`src/rtl/i2s_clock_rate_sequencer.sv`:
```
// Sample-rate change sequencer for the I2S clock divider unit: validates a divider set,
// loads it on a wclk frame boundary and reports lock. Optional macro: CFG_TIMEOUT_EN.
module i2s_clock_rate_sequencer #(
   parameter int unsigned SETTLE_FRAMES = 2
`ifdef CFG_TIMEOUT_EN
  ,parameter int unsigned TIMEOUT_CYCLES = 4096
`endif
) (
   input  logic        synthClk,
   input  logic        synthReset,
   input  logic        cfgValid,
   output logic        cfgReady,
   input  logic [9:0]  cfgMclkDiv,
   input  logic [3:0]  cfgBclkDiv,
   input  logic [7:0]  cfgWclkDiv,
   input  logic        wclk,
   output logic        loadEn,
   output logic [9:0]  mclkDivider,
   output logic [3:0]  bclkDivider,
   output logic [7:0]  wclkDivider,
   output logic        busy,
   output logic        locked,
   output logic        cfgErr
);

   typedef enum logic [2:0] {
      S_IDLE,
      S_WAIT_EDGE,
      S_LOAD,
      S_SETTLE,
      S_RUN
   } state_e;

   typedef struct packed {
      logic [9:0] mclk;
      logic [3:0] bclk;
      logic [7:0] wclk;
   } div_set_t;

   localparam div_set_t RESET_SET = '{mclk: 10'd72, bclk: 4'd4, wclk: 8'd64};

   state_e     state_q, state_d;
   div_set_t   pend_q, pend_d;
   div_set_t   active_q, active_d;
   logic       wclk_prev_q, wclk_prev_d;
   logic       load_en_q, load_en_d;
   logic       cfg_err_q, cfg_err_d;
   logic [3:0] frame_cnt_q, frame_cnt_d;

   div_set_t   req;
   logic       req_bad;
   logic       xfer;
   logic       fall;
   logic       go_load;
   logic [3:0] frame_cnt_inc;

   assign req           = '{mclk: cfgMclkDiv, bclk: cfgBclkDiv, wclk: cfgWclkDiv};
   assign req_bad       = (req.mclk == '0) | (req.bclk == '0) | (req.wclk == '0);
   assign cfgReady      = (state_q == S_IDLE) | (state_q == S_RUN);
   assign xfer          = cfgValid & cfgReady;
   assign fall          = wclk_prev_q & ~wclk;
   assign frame_cnt_inc = (frame_cnt_q == 4'hF) ? 4'hF : frame_cnt_q + 4'd1;

`ifdef CFG_TIMEOUT_EN
   // Stalled wclk must not block a rate change forever; a fall in the same cycle wins.
   logic [15:0] tmo_cnt_q, tmo_cnt_d;
   logic        tmo_hit;

   assign tmo_hit = (tmo_cnt_q == 16'(TIMEOUT_CYCLES));
   assign go_load = fall | tmo_hit;

   always_comb begin
      tmo_cnt_d = '0;
      if (state_q == S_WAIT_EDGE)
         tmo_cnt_d = (tmo_cnt_q == 16'hFFFF) ? tmo_cnt_q : tmo_cnt_q + 16'd1;
   end

   always_ff @(posedge synthClk or posedge synthReset) begin
      if (synthReset) tmo_cnt_q <= '0;
      else            tmo_cnt_q <= tmo_cnt_d;
   end
`else
   assign go_load = fall;
`endif

   always_comb begin
      state_d     = state_q;
      pend_d      = pend_q;
      active_d    = active_q;
      wclk_prev_d = wclk;
      load_en_d   = 1'b0;
      cfg_err_d   = 1'b0;
      frame_cnt_d = frame_cnt_q;
      if (xfer) begin
         pend_d    = req;
         cfg_err_d = req_bad;
      end
      unique case (state_q)
         S_IDLE, S_RUN: begin
            if (xfer && !req_bad) state_d = S_WAIT_EDGE;
         end
         S_WAIT_EDGE: begin
            // Dividers and strobe are registered so both appear in the LOAD cycle.
            if (go_load) begin
               state_d   = S_LOAD;
               active_d  = pend_q;
               load_en_d = 1'b1;
            end
         end
         S_LOAD: begin
            state_d     = S_SETTLE;
            frame_cnt_d = '0;
         end
         S_SETTLE: begin
            if (fall) begin
               frame_cnt_d = frame_cnt_inc;
               if (frame_cnt_inc == 4'(SETTLE_FRAMES)) state_d = S_RUN;
            end
         end
         default: state_d = S_IDLE;
      endcase
   end

   always_ff @(posedge synthClk or posedge synthReset) begin
      if (synthReset) begin
         state_q     <= S_IDLE;
         pend_q      <= RESET_SET;
         active_q    <= RESET_SET;
         wclk_prev_q <= 1'b0;
         load_en_q   <= 1'b0;
         cfg_err_q   <= 1'b0;
         frame_cnt_q <= '0;
      end else begin
         state_q     <= state_d;
         pend_q      <= pend_d;
         active_q    <= active_d;
         wclk_prev_q <= wclk_prev_d;
         load_en_q   <= load_en_d;
         cfg_err_q   <= cfg_err_d;
         frame_cnt_q <= frame_cnt_d;
      end
   end

   assign loadEn      = load_en_q;
   assign mclkDivider = active_q.mclk;
   assign bclkDivider = active_q.bclk;
   assign wclkDivider = active_q.wclk;
   assign busy        = (state_q == S_WAIT_EDGE) | (state_q == S_LOAD) | (state_q == S_SETTLE);
   assign locked      = (state_q == S_RUN);
   assign cfgErr      = cfg_err_q;

endmodule

```
`config.mk`:
```
export PLATFORM = sky130hd
export DESIGN_NAME = i2s_clock_rate_sequencer
export DESIGN_NICKNAME = d
export VERILOG_FILES = /design/src/rtl/i2s_clock_rate_sequencer.sv
export SDC_FILE = /design/constraint.sdc
export NUM_CORES = 1
export LEC_CHECK = 0
export BUFFER_PORTS_ARGS = -buffer_cell sky130_fd_sc_hd__buf_2
export CAP_MARGIN = 20
export CELL_PAD_IN_SITES_DETAIL_PLACEMENT = 2
export CELL_PAD_IN_SITES_GLOBAL_PLACEMENT = 2
export CORE_UTILIZATION = 25
export CTS_CLUSTER_SIZE = 20
export DETAILED_ROUTE_END_ITERATION = 6
export GPL_ROUTABILITY_DRIVEN = 1
export PLACE_DENSITY_LB_ADDON = 0.3
export SLEW_MARGIN = 20
export SYNTH_ARGS = -nofsm -noshare
export SYNTH_HDL_FRONTEND = slang
export SYNTH_SLANG_ARGS = --single-unit
```
`constraint.sdc`:
```
create_clock -name synthClk -period 2.15 [get_ports synthClk]
set_input_delay 0.3225 -clock synthClk [delete_from_list [all_inputs] [get_ports synthClk]]
set_output_delay 0.3225 -clock synthClk [all_outputs]
set_load 0.02 [all_outputs]
```
==> metrics.csv, run 1 <==
metric,value,unit
status,completed,
sequential cell area fraction in the yosys report,0.583,
CP Data Required Time,1.83,ns
drt drc,0,
Synth area leader,dfrtp_1,
antenna violations before repair,0,
Slew Limit Fails,0,
Setup Crit Path Kind,flop to primary output,
dpl cell area,0.00269,mm²
routability cong.,0.667,
Netlist Area Pre-Place,0.00234,mm²
Pwr Density,1310,mW/mm²
Synth cell types,33,
"Net Count, Synth",184,
P_leak,1.37,nW
fraction of layout instances using a drive strength above 1,0.557,
first-pass GRT wire length,8340,µm
ranking of synthesized cells by area,"dfrtp_1 (49%), mux2_4 (12%), mux2_2 (12%)",
Detail Placement HPWL,3720,µm
setup bufs post-CTS,0,
slowest CP cell,dfrtp_1,
Total Routing Usage GR,0.111,
count of final hold-check violations,0,
max cap viols,0,
GRT overflow,0,
Initial Util,0.263,
root buf cell,clkbuf_8,
CTS buffer count,5,
top cell type's share of synthesized area,0.493,
most numerous cell in the Yosys netlist,dfrtp_1,
Peak VDD IR,0.322,mV
drt pass-1 iters,4,
Vias/cell,4.47,
post-cts repair resize count,0,
Total Power,0.00363,W
DR vias,1429,
Die ar.,0.00973,mm²
"Net count, final",238,
final instance area,0.00278,mm²
worst path arrival time,1.44,ns
Die Y,98.7,µm
fmax,566,MHz
Tmin final,1.77,ns
# port buffers,52,
top_reg_cell synth,dfrtp_1,
area of the core,0.00889,mm²
Cells after Synth,157,
largest net degree at the start of global routing,55,
deepest clock path buffer count,2,
number of global-route vias before repair,1548,
Tightest Hold Check Type,primary input to asynchronous set/reset pin,
Worst-Skew Late Latency,0.30,ns
P&R area growth vs syn,19.0,%
Syn Area/Cell,14.9,µm²
TritonCTS clock tree,done,
synthesis-stage register bit count,54,
CTS Hold Bufs,0,
Layout Utilization,0.313,
CP Max Fanout,10,
drt wl/cell,15.9,µm
Worst-path clk slew,0.11,ns
critical-path cell list,nor2_1 > and2_1 > buf_2,
Worst setup SP type,flop,
DIE WIDTH,98.7,µm
Initial DRC Count,39,
CP endpoint kind,primary output,
clock sink count,54,
Post-synth top cells,"dfrtp_1 (46), mux2_2 (25), mux2_4 (19)",
Post-synth EDFFs,0,
Row Count,34,
slew of the pin with the lowest slew margin,0.476,ns
Clock Skews,0.0131,ns
Fillers,941,
Slew HR,0.682,
Final setup violation count,0,
DRT antenna net count,0,
CP max stage delay,0.51,ns
# diodes,0,
Setup Total Neg Slack,0,ns
RSZ-0062 raised after global routing,false,
synth warn,0,
H-Tree Depth,2,
Detailed Route WL,5090,µm
period utilization,0.821,
IO Pins,53,
ys async rst share,1.00,
power by group:
group / internal, W / switching, W / total (W)
clock: 0.000234 / 0.000349 / 0.000583
combinational: 0.000663 / 0.000608 / 0.00127
sequential: 0.00149 / 0.000284 / 0.00177
cells by family (layout without fill, tap and decap cells):
kind of cell,after synthesis,after routing,share of synthesized area
muxes,44,44,0.243
buffers and inverters,11,66,0.0445
DFF,54,54,0.583
adders and majority gates,1,1,0.00536
AOI/OAI and AO/OA,20,20,0.0584
and+or+nand+nor,27,27,0.0664
cell type report:
class                      instances  area, µm²  area share
clock inverter                     3       23.8     0.00855
timing repair buffer              55        308       0.111
tap                              108        135      0.0486
inverter                           3       11.3     0.00405
clock buffer                       5       68.8      0.0248
multi-input combinational         92        871       0.313
sequential                        54       1360       0.490
state kept, by name, summed over array words and instances, names as in the netlist:
name / count
wclk_prev_q: 1
bclkDivider: 4
wclkDivider: 8
mclkDivider: 10
state_q: 3
loadEn: 1
pend_q: 22
cfgErr: 1
frame_cnt_q: 4
cell usage in the layout (no fill, tap or decap), drive strengths merged:
cell type and n:
clkinvlp 2, ha 1, nand2 3, or3 1, inv 4, dfrtp 46
a2bb2oi 1, a211oi 1, buf 55, dfstp 8, o31ai 4, o2111ai 1
clkbuf 5, a22o 2, nand4 1, or2b 1, mux2 44, nand2b 2
nor4 5, nand3 2, a21boi 1, a31oi 2, nor2 7, a21oi 6
nor2b 2, and2 2, and3b 1, o22ai 1, o211ai 1
worst max-delay path: cells and delay by family, from the launching register on:
| kind | cells | cell delay (ns) |
|---|---|---|
| buffers and inverters | 1 | 0.16 |
| flip-flops | 1 | 0.51 |
| AND/OR/NAND/NOR | 2 | 0.47 |
metrics by stage:
stage          std cells  setup WS (ns)  hold WS (ns)
2_1_floorplan        157          0.277         0.354
3_3_place_gp         312          0.390         0.398
3_5_place_dp         312          0.349         0.402
4_1_cts              320          0.324        0.0616
5_1_grt              320          0.285        0.0651
6_report             320          0.384        0.0445
routing by layer:
| layer | vias to the layer above | wire [µm] | global-route usage | part of all wire |
|---|---|---|---|---|
| met2 | 33 | 2310 | 0.175 | 0.45 |
| met3 | 2 | 186 | 0.0241 | 0.037 |
| li1 | 668 | - | - | - |
| met5 | - | 0 | 0 | 0 |
| met4 | 0 | 40 | 0.0310 | 0.0079 |
| met1 | 726 | 2550 | 0.155 | 0.50 |
worst paths after layout:
kind | startpoint | cells after the start | slack [ns] | to
setup / recovery | state_q[0] | 3 | 0.38 | locked
hold / removal | synthReset | 3 | 0.04 | pend_q[21]
setup reg to reg | wclk_prev_q | 5 | 0.45 | wclkDivider[2]
hold reg to reg | pend_q[13] | 1 | 0.50 | mclkDivider[1]
max in group asynchronous | synthReset | 3 | 1.80 | bclkDivider[2]
min in group synthClk | wclk | 1 | 0.18 | wclk_prev_q
Note: power is estimated with default switching activity, not from simulation.
==> run 2: changes to the inputs <==
- ABC_AREA: not set -> 1
- clock period: 2.15 -> 1.9 ns (I/O delays scaled with it)
==> run 2 against run 1 <==
Effect of this change: the flow now finishes with violations (design-rule violations); routed wire length is 16% higher; combinational power increased by 29%; die area fell by 1.6%; via count increased by 31%; flip-flop and latch count did not move; first-iteration DRC count increased by 21%; global-route usage up 2.5 points; final cell count is 31% higher; clock skew rose by 0.00060 ns; sequential power rose by 11%.
==> metrics.csv, run 2 <==
metric,value,unit,change
status,"complete, but fails checks",,
violated checks,design-rule violations,,
GRT overflow,0,,unchanged
crit-path most repeated cell,nand2_1,,
fraction of layout instances using a drive strength above 1,0.293,,-0.264
Slew Limit Fails,0,,unchanged
Peak VDD IR,0.433,mV,+34%
Die Y,97.9,µm,-0.79%
CP Max Fanout,5,,-5
drt drc,4,,+4
Post-synth top cells,"nand2_1 (74), dfrtp_1 (46), inv_1 (26)",,
Row Count,34,,unchanged
period utilization,0.845,,
count of final hold-check violations,0,,unchanged
ranking of synthesized cells by area,"dfrtp_1 (50%), nand2_1 (12%), dfstp_2 (9.1%)",,
Pwr Density,1570,mW/mm²,+20%
Slew HR,0.684,,+0.00204
Fillers,1014,,+7.8%
top cell type's share of synthesized area,0.501,,+0.00805
DRT antenna net count,0,,unchanged
Die ar.,0.00958,mm²,-1.6%
most numerous cell in the Yosys netlist,nand2_1,,
Worst-Skew Late Latency,0.32,ns,+0.02 ns
Top Metal Used,met4,,
fmax,623,MHz,
Cells after Synth,253,,+61%
Largest register FFs,22,,unchanged
"Net count, final",337,,+42%
Setup Total Neg Slack,0,ns,unchanged
DR WL met2,2790,µm,+20%
"most common cell after layout, fill and taps aside",nand2_1,,
number of placed cells counting well taps,410,,+31%
routability cong.,0.796,,+19%
met3 routed WL,279,µm,+50%
Clock Skews,0.0137,ns,+0.000601 ns
P_leak,1.51,nW,+9.8%
CP endpoint kind,flop,,
IO Pins,53,,unchanged
worst path arrival time,1.81,ns,+0.37 ns
setup bufs post-CTS,0,,unchanged
first-pass GRT wire length,10300,µm,+23%
Detail Placement HPWL,4330,µm,+16%
Setup Crit Path Kind,flop to flop,,
Register Area,0.00136,mm²,unchanged
deepest clock path buffer count,2,,unchanged
"Net Count, Synth",280,,+52%
synth warn,0,,unchanged
number of global-route vias before repair,2045,,+32%
ys async rst share,1.00,,unchanged
Detailed Route WL,5900,µm,+16%
synthesis-stage register bit count,54,,unchanged
Initial Util,0.261,,-0.00172
critical-path cell list,ha_1 > nand3_1 > nand3_1 > nor2_1 > nand2_1 > a21oi_2 > nand2_1 > nand2_1 > nand2_1,,
H-Tree Depth,2,,unchanged
Netlist Area Pre-Place,0.00230,mm²,-1.6%
area of the core,0.00881,mm²,-0.96%
antenna violations before repair,0,,unchanged
Syn Area/Cell,9.08,µm²,-39%
Post-synth EDFFs,0,,unchanged
slowest CP cell,dfrtp_1,,
Final setup violation count,0,,unchanged
Synth cell types,26,,-21%
root buf cell,clkbuf_8,,
# port buffers,52,,unchanged
top_reg_cell synth,dfrtp_1,,
drt pass-1 iters,6,,+2
Initial DRC Count,47,,+21%
fin cells,419,,+31%
Tmin final,1.61,ns,
CTS buffer count,5,,unchanged
sequential cell area fraction in the yosys report,0.592,,+0.00952
footprint of the multi-input gates,771,µm²,-11%
Total Routing Usage GR,0.136,,+0.0246
Total Power,0.00441,W,+22%
RSZ-0062 raised after global routing,false,,
CP top delay family,simple AND/OR/NAND/NOR gates,,
DR vias,1874,,+31%
Worst setup SP type,flop,,
drt wl/cell,14.1,µm,-11%
clock sink count,54,,unchanged
slew of the pin with the lowest slew margin,0.472,ns,-0.00375 ns
TritonCTS clock tree,done,,
CP max stage delay,0.43,ns,-0.08 ns
# diodes,0,,unchanged
Synth area leader,dfrtp_1,,
Tightest Hold Check Type,primary input to flop,,
"commonest cells after routing, fill and taps aside","nand2_1 (74), buf_2 (52), dfrtp_1 (46), inv_1 (25), nor2_1 (24)",,
worst path bufs/invs,0,,-1
DIE WIDTH,97.9,µm,-0.79%
P&R area growth vs syn,22.4,%,
Vias/cell,4.47,,+0.16%
WL met1,2740,µm,+7.7%
Biggest register,pend_q,,
CP Data Required Time,2.11,ns,+0.28 ns
Worst-path clk slew,0.10,ns,about the same
max cap viols,0,,unchanged
largest net degree at the start of global routing,55,,unchanged
[run 2: worst register-to-register path, stage by stage, from the launching register on]
cell	delay, ns
dfrtp_1	0.43
ha_1	0.26
nand3_1	0.14
nand3_1	0.09
nor2_1	0.09
nand2_1	0.07
a21oi_2	0.20
nand2_1	0.10
nand2_1	0.07
nand2_1	0.05
[run 2: path summary, 6_finish.rpt]
kind	from	to	slack, ns	cells after the start
min reg2reg	pend_q[11]	bclkDivider[3]	0.48	2
max in group asynchronous	synthReset	pend_q[15]	1.03	4
min	wclk	wclk_prev_q	0.09	1
max reg2reg	frame_cnt_q[0]	state_q[2]	0.29	9
max	frame_cnt_q[0]	state_q[2]	0.29	9
min in group asynchronous	synthReset	wclkDivider[7]	0.56	4
[run 2: kinds of logic after synthesis]
family,after synthesis,synth area share
buffers and inverters,38,0.0724
muxes,5,0.0310
AOI/OAI and AO/OA,37,0.0855
and+or+nand+nor,118,0.213
adders and majority gates,1,0.00544
DFF,54,0.592
[run 2: cell type report]
class | count | area share
sequential | 54 | 0.484
multi-input combinational | 161 | 0.274
timing repair buffer | 58 | 0.114
tap | 108 | 0.0480
inverter | 30 | 0.0400
clock buffer | 5 | 0.0245
clock inverter | 3 | 0.0156
[run 2: metrics by stage]
stage	instance area [µm²]	worst slack [ns]	util	hold WS, ns
finish	2810	0.294	0.319	0.0927
global route	2810	0.116	0.319	0.0824
CTS	2810	0.255	0.319	0.0742
detailed placement	2690	0.275	0.305	0.366
global placement	2690	0.343	0.305	0.363
floorplan	2300	0.314	-	0.316
[run 2: power by group]
group	total, W	switching [W]	leakage (nW)	internal [W]
clock network	0.000810	0.000414	0.0585	0.000396
registers	0.00196	0.000274	0.647	0.00169
logic	0.00164	0.00104	0.803	0.000601
[run 2: layer usage]
layer	track usage	vias up
met5	0	-
met4	0.0524	0
met3	0.0279	5
met2	0.219	34
met1	0.179	932
li1	-	903
[run 2: timing repair]
item,CTS,global route
hold buffers,1,0
hold endpoints to repair,4,0
gates resized for setup,0,0
==> run 3: changes to the inputs <==
- clock period: 1.9 -> 1.7 ns (I/O delays scaled with it)
==> run 3 against run 2 <==
Effect of this change: the flow still finishes with violations (design-rule violations); setup slack got worse by 0.25 ns; non-clock buffer count rose by 2; via count fell by 0.21%; utilization rose by 0.18 points; flip-flop and latch count did not move; first-iteration DRC count rose by 36%; total power rose by 12%; count of clock-buffer cells in the layout rose by 2; largest cell class unchanged.
==> metrics.csv, run 3 (synthesis gave the netlist of run 2 again) <==
metric,value,unit,change
P_leak,1.51,nW,+0.39%
"commonest cells after routing, fill and taps aside","nand2_1 (74), buf_2 (52), dfrtp_1 (46), inv_1 (25), nor2_1 (24)",,
Vias/cell,4.44,,-0.69%
"most common cell after layout, fill and taps aside",nand2_1,,
WHS,0.0668,ns,-0.0259 ns
Initial DRC Count,64,,+36%
clock sink count,54,,unchanged
# diodes,0,,unchanged
worst path bufs/invs,0,,unchanged
root buf cell,clkbuf_8,,
routability cong.,0.757,,-4.9%
Initial Util,0.261,,unchanged
TritonCTS clock tree,done,,
final worst slack,0.0402,ns,-0.253 ns
status,"complete, but fails checks",,
drt pass-1 iters,6,,unchanged
CP top delay family,simple AND/OR/NAND/NOR gates,,
P&R area growth vs syn,23.1,%,
P_int,0.00303,W,+13%
# port buffers,52,,unchanged
GRT overflow,0,,unchanged
dpl cell area,0.00270,mm²,+0.28%
CP max stage delay,0.42,ns,about the same
slew of the pin with the lowest slew margin,0.435,ns,-0.0372 ns
final instance area,0.00283,mm²,+0.58%
Total Routing Usage GR,0.130,,-0.00581
Register Area,0.00136,mm²,unchanged
slowest CP cell,dfrtp_1,,
number of global-route vias before repair,1996,,-2.4%
violated checks,design-rule violations,,
drt wl/cell,13.7,µm,-2.8%
first-pass GRT wire length,9840,µm,-4.2%
Sequential Power Share,0.446,,+0.002
Worst-path clk slew,0.10,ns,about the same
largest net degree at the start of global routing,55,,unchanged
Tightest Hold Check Type,primary input to flop,,
critical-path cell list,ha_1 > nand3_1 > nand3_1 > nor2_1 > nand2_1 > a21oi_4 > nand2_1 > nand2_1 > nand2_1,,
deepest clock path buffer count,2,,unchanged
number of placed cells counting well taps,411,,+0.24%
Slew Limit Fails,0,,unchanged
Final setup violation count,0,,unchanged
Biggest register,pend_q,,
Detail Placement HPWL,4340,µm,+0.17%
DRT antenna net count,0,,unchanged
CTS buffer count,5,,unchanged
Comb power frac,0.381,,+0.009
Worst setup SP type,flop,,
Clock Skews,0.00807,ns,-0.00566 ns
footprint of the multi-input gates,778,µm²,+0.97%
period utilization,0.976,,+0.131
CP endpoint kind,flop,,
IO Pins,53,,unchanged
Slew HR,0.709,,+0.0249
Setup Crit Path Kind,flop to flop,,
Largest register FFs,22,,unchanged
CP Data Required Time,1.90,ns,-0.21 ns
count of final hold-check violations,0,,unchanged
Die ar.,0.00958,mm²,unchanged
fin cells,421,,+0.48%
CP Max Fanout,4,,-1
Row Count,34,,unchanged
fmax,602,MHz,-3.2%
antenna violations before repair,0,,unchanged
DR vias,1870,,-0.21%
fraction of layout instances using a drive strength above 1,0.291,,-0.00187
DIE WIDTH,97.9,µm,unchanged
switching part of the total power,0.384,,-0.00760
dpl ws,0.0778,ns,-0.197 ns
worst path arrival time,1.86,ns,+0.05 ns
NetSw,0.00189,W,+9.4%
drt drc,4,,unchanged
Detailed Route WL,5770,µm,-2.4%
max cap viols,0,,unchanged
Setup Total Neg Slack,0,ns,unchanged
Fillers,1042,,+2.8%
area of the core,0.00881,mm²,unchanged
Worst-Skew Late Latency,0.31,ns,about the same
H-Tree Depth,2,,unchanged
Pwr Density,1740,mW/mm²,+11%
Tmin final,1.66,ns,+0.0534 ns
Clk pwr share,0.173,,-0.010
Die Y,97.9,µm,unchanged
crit-path most repeated cell,nand2_1,,
"Net count, final",339,,+0.59%
Peak VDD IR,0.482,mV,+11%
==> run 3: per-layer routing <==
| metal | GRT usage | wire length, µm | vias to the layer above |
|---|---|---|---|
| met3 | 0.0251 | 189 | 8 |
| li1 | - | - | 907 |
| met1 | 0.171 | 2650 | 923 |
| met5 | 0 | 0 | - |
| met2 | 0.214 | 2820 | 32 |
| met4 | 0.0455 | 107 | 0 |
==> run 3: area by class of cell <==
class                      instances  area share
sequential                        54       0.481
multi-input combinational        161       0.275
timing repair buffer              60       0.119
tap                              108      0.0478
inverter                          30      0.0398
clock buffer                       7      0.0270
clock inverter                     1      0.0106
==> run 3: worst paths after layout <==
check	cells past startpoint	from	to	slack, ns
max in group asynchronous	4	synthReset	mclkDivider[3]	0.84
min in group asynchronous	4	synthReset	loadEn	0.54
max reg2reg	9	frame_cnt_q[0]	state_q[1]	0.04
min reg2reg	2	pend_q[18]	mclkDivider[6]	0.47
max	9	frame_cnt_q[0]	state_q[1]	0.04
min	1	wclk	wclk_prev_q	0.07
==> run 3: through the flow <==
stage          utilization  power [W]
2_1_floorplan            -    0.00347
3_3_place_gp         0.306    0.00402
3_5_place_dp         0.306    0.00412
4_1_cts              0.320    0.00500
5_1_grt              0.321    0.00533
6_report             0.321    0.00492
==> run 3: repair_timing <==
item | CTS | global route
hold endpoints to repair | 15 | 0
buffers inserted | 0 | 1
endpoints found under the setup margin | 0 | 3
resized for setup | 0 | 1
hold buffers | 1 | 0
==> run 3: power groups by stage <==
stage / sequential, W / combinational [W] / clock, W
final: 0.00220 / 0.00188 / 0.000850
after global routing: 0.00226 / 0.00212 / 0.000946
after CTS: 0.00221 / 0.00190 / 0.000893
after detailed placement: 0.00223 / 0.00189 / 0
after global placement: 0.00221 / 0.00181 / 0
after floorplan: 0.00246 / 0.00101 / 0
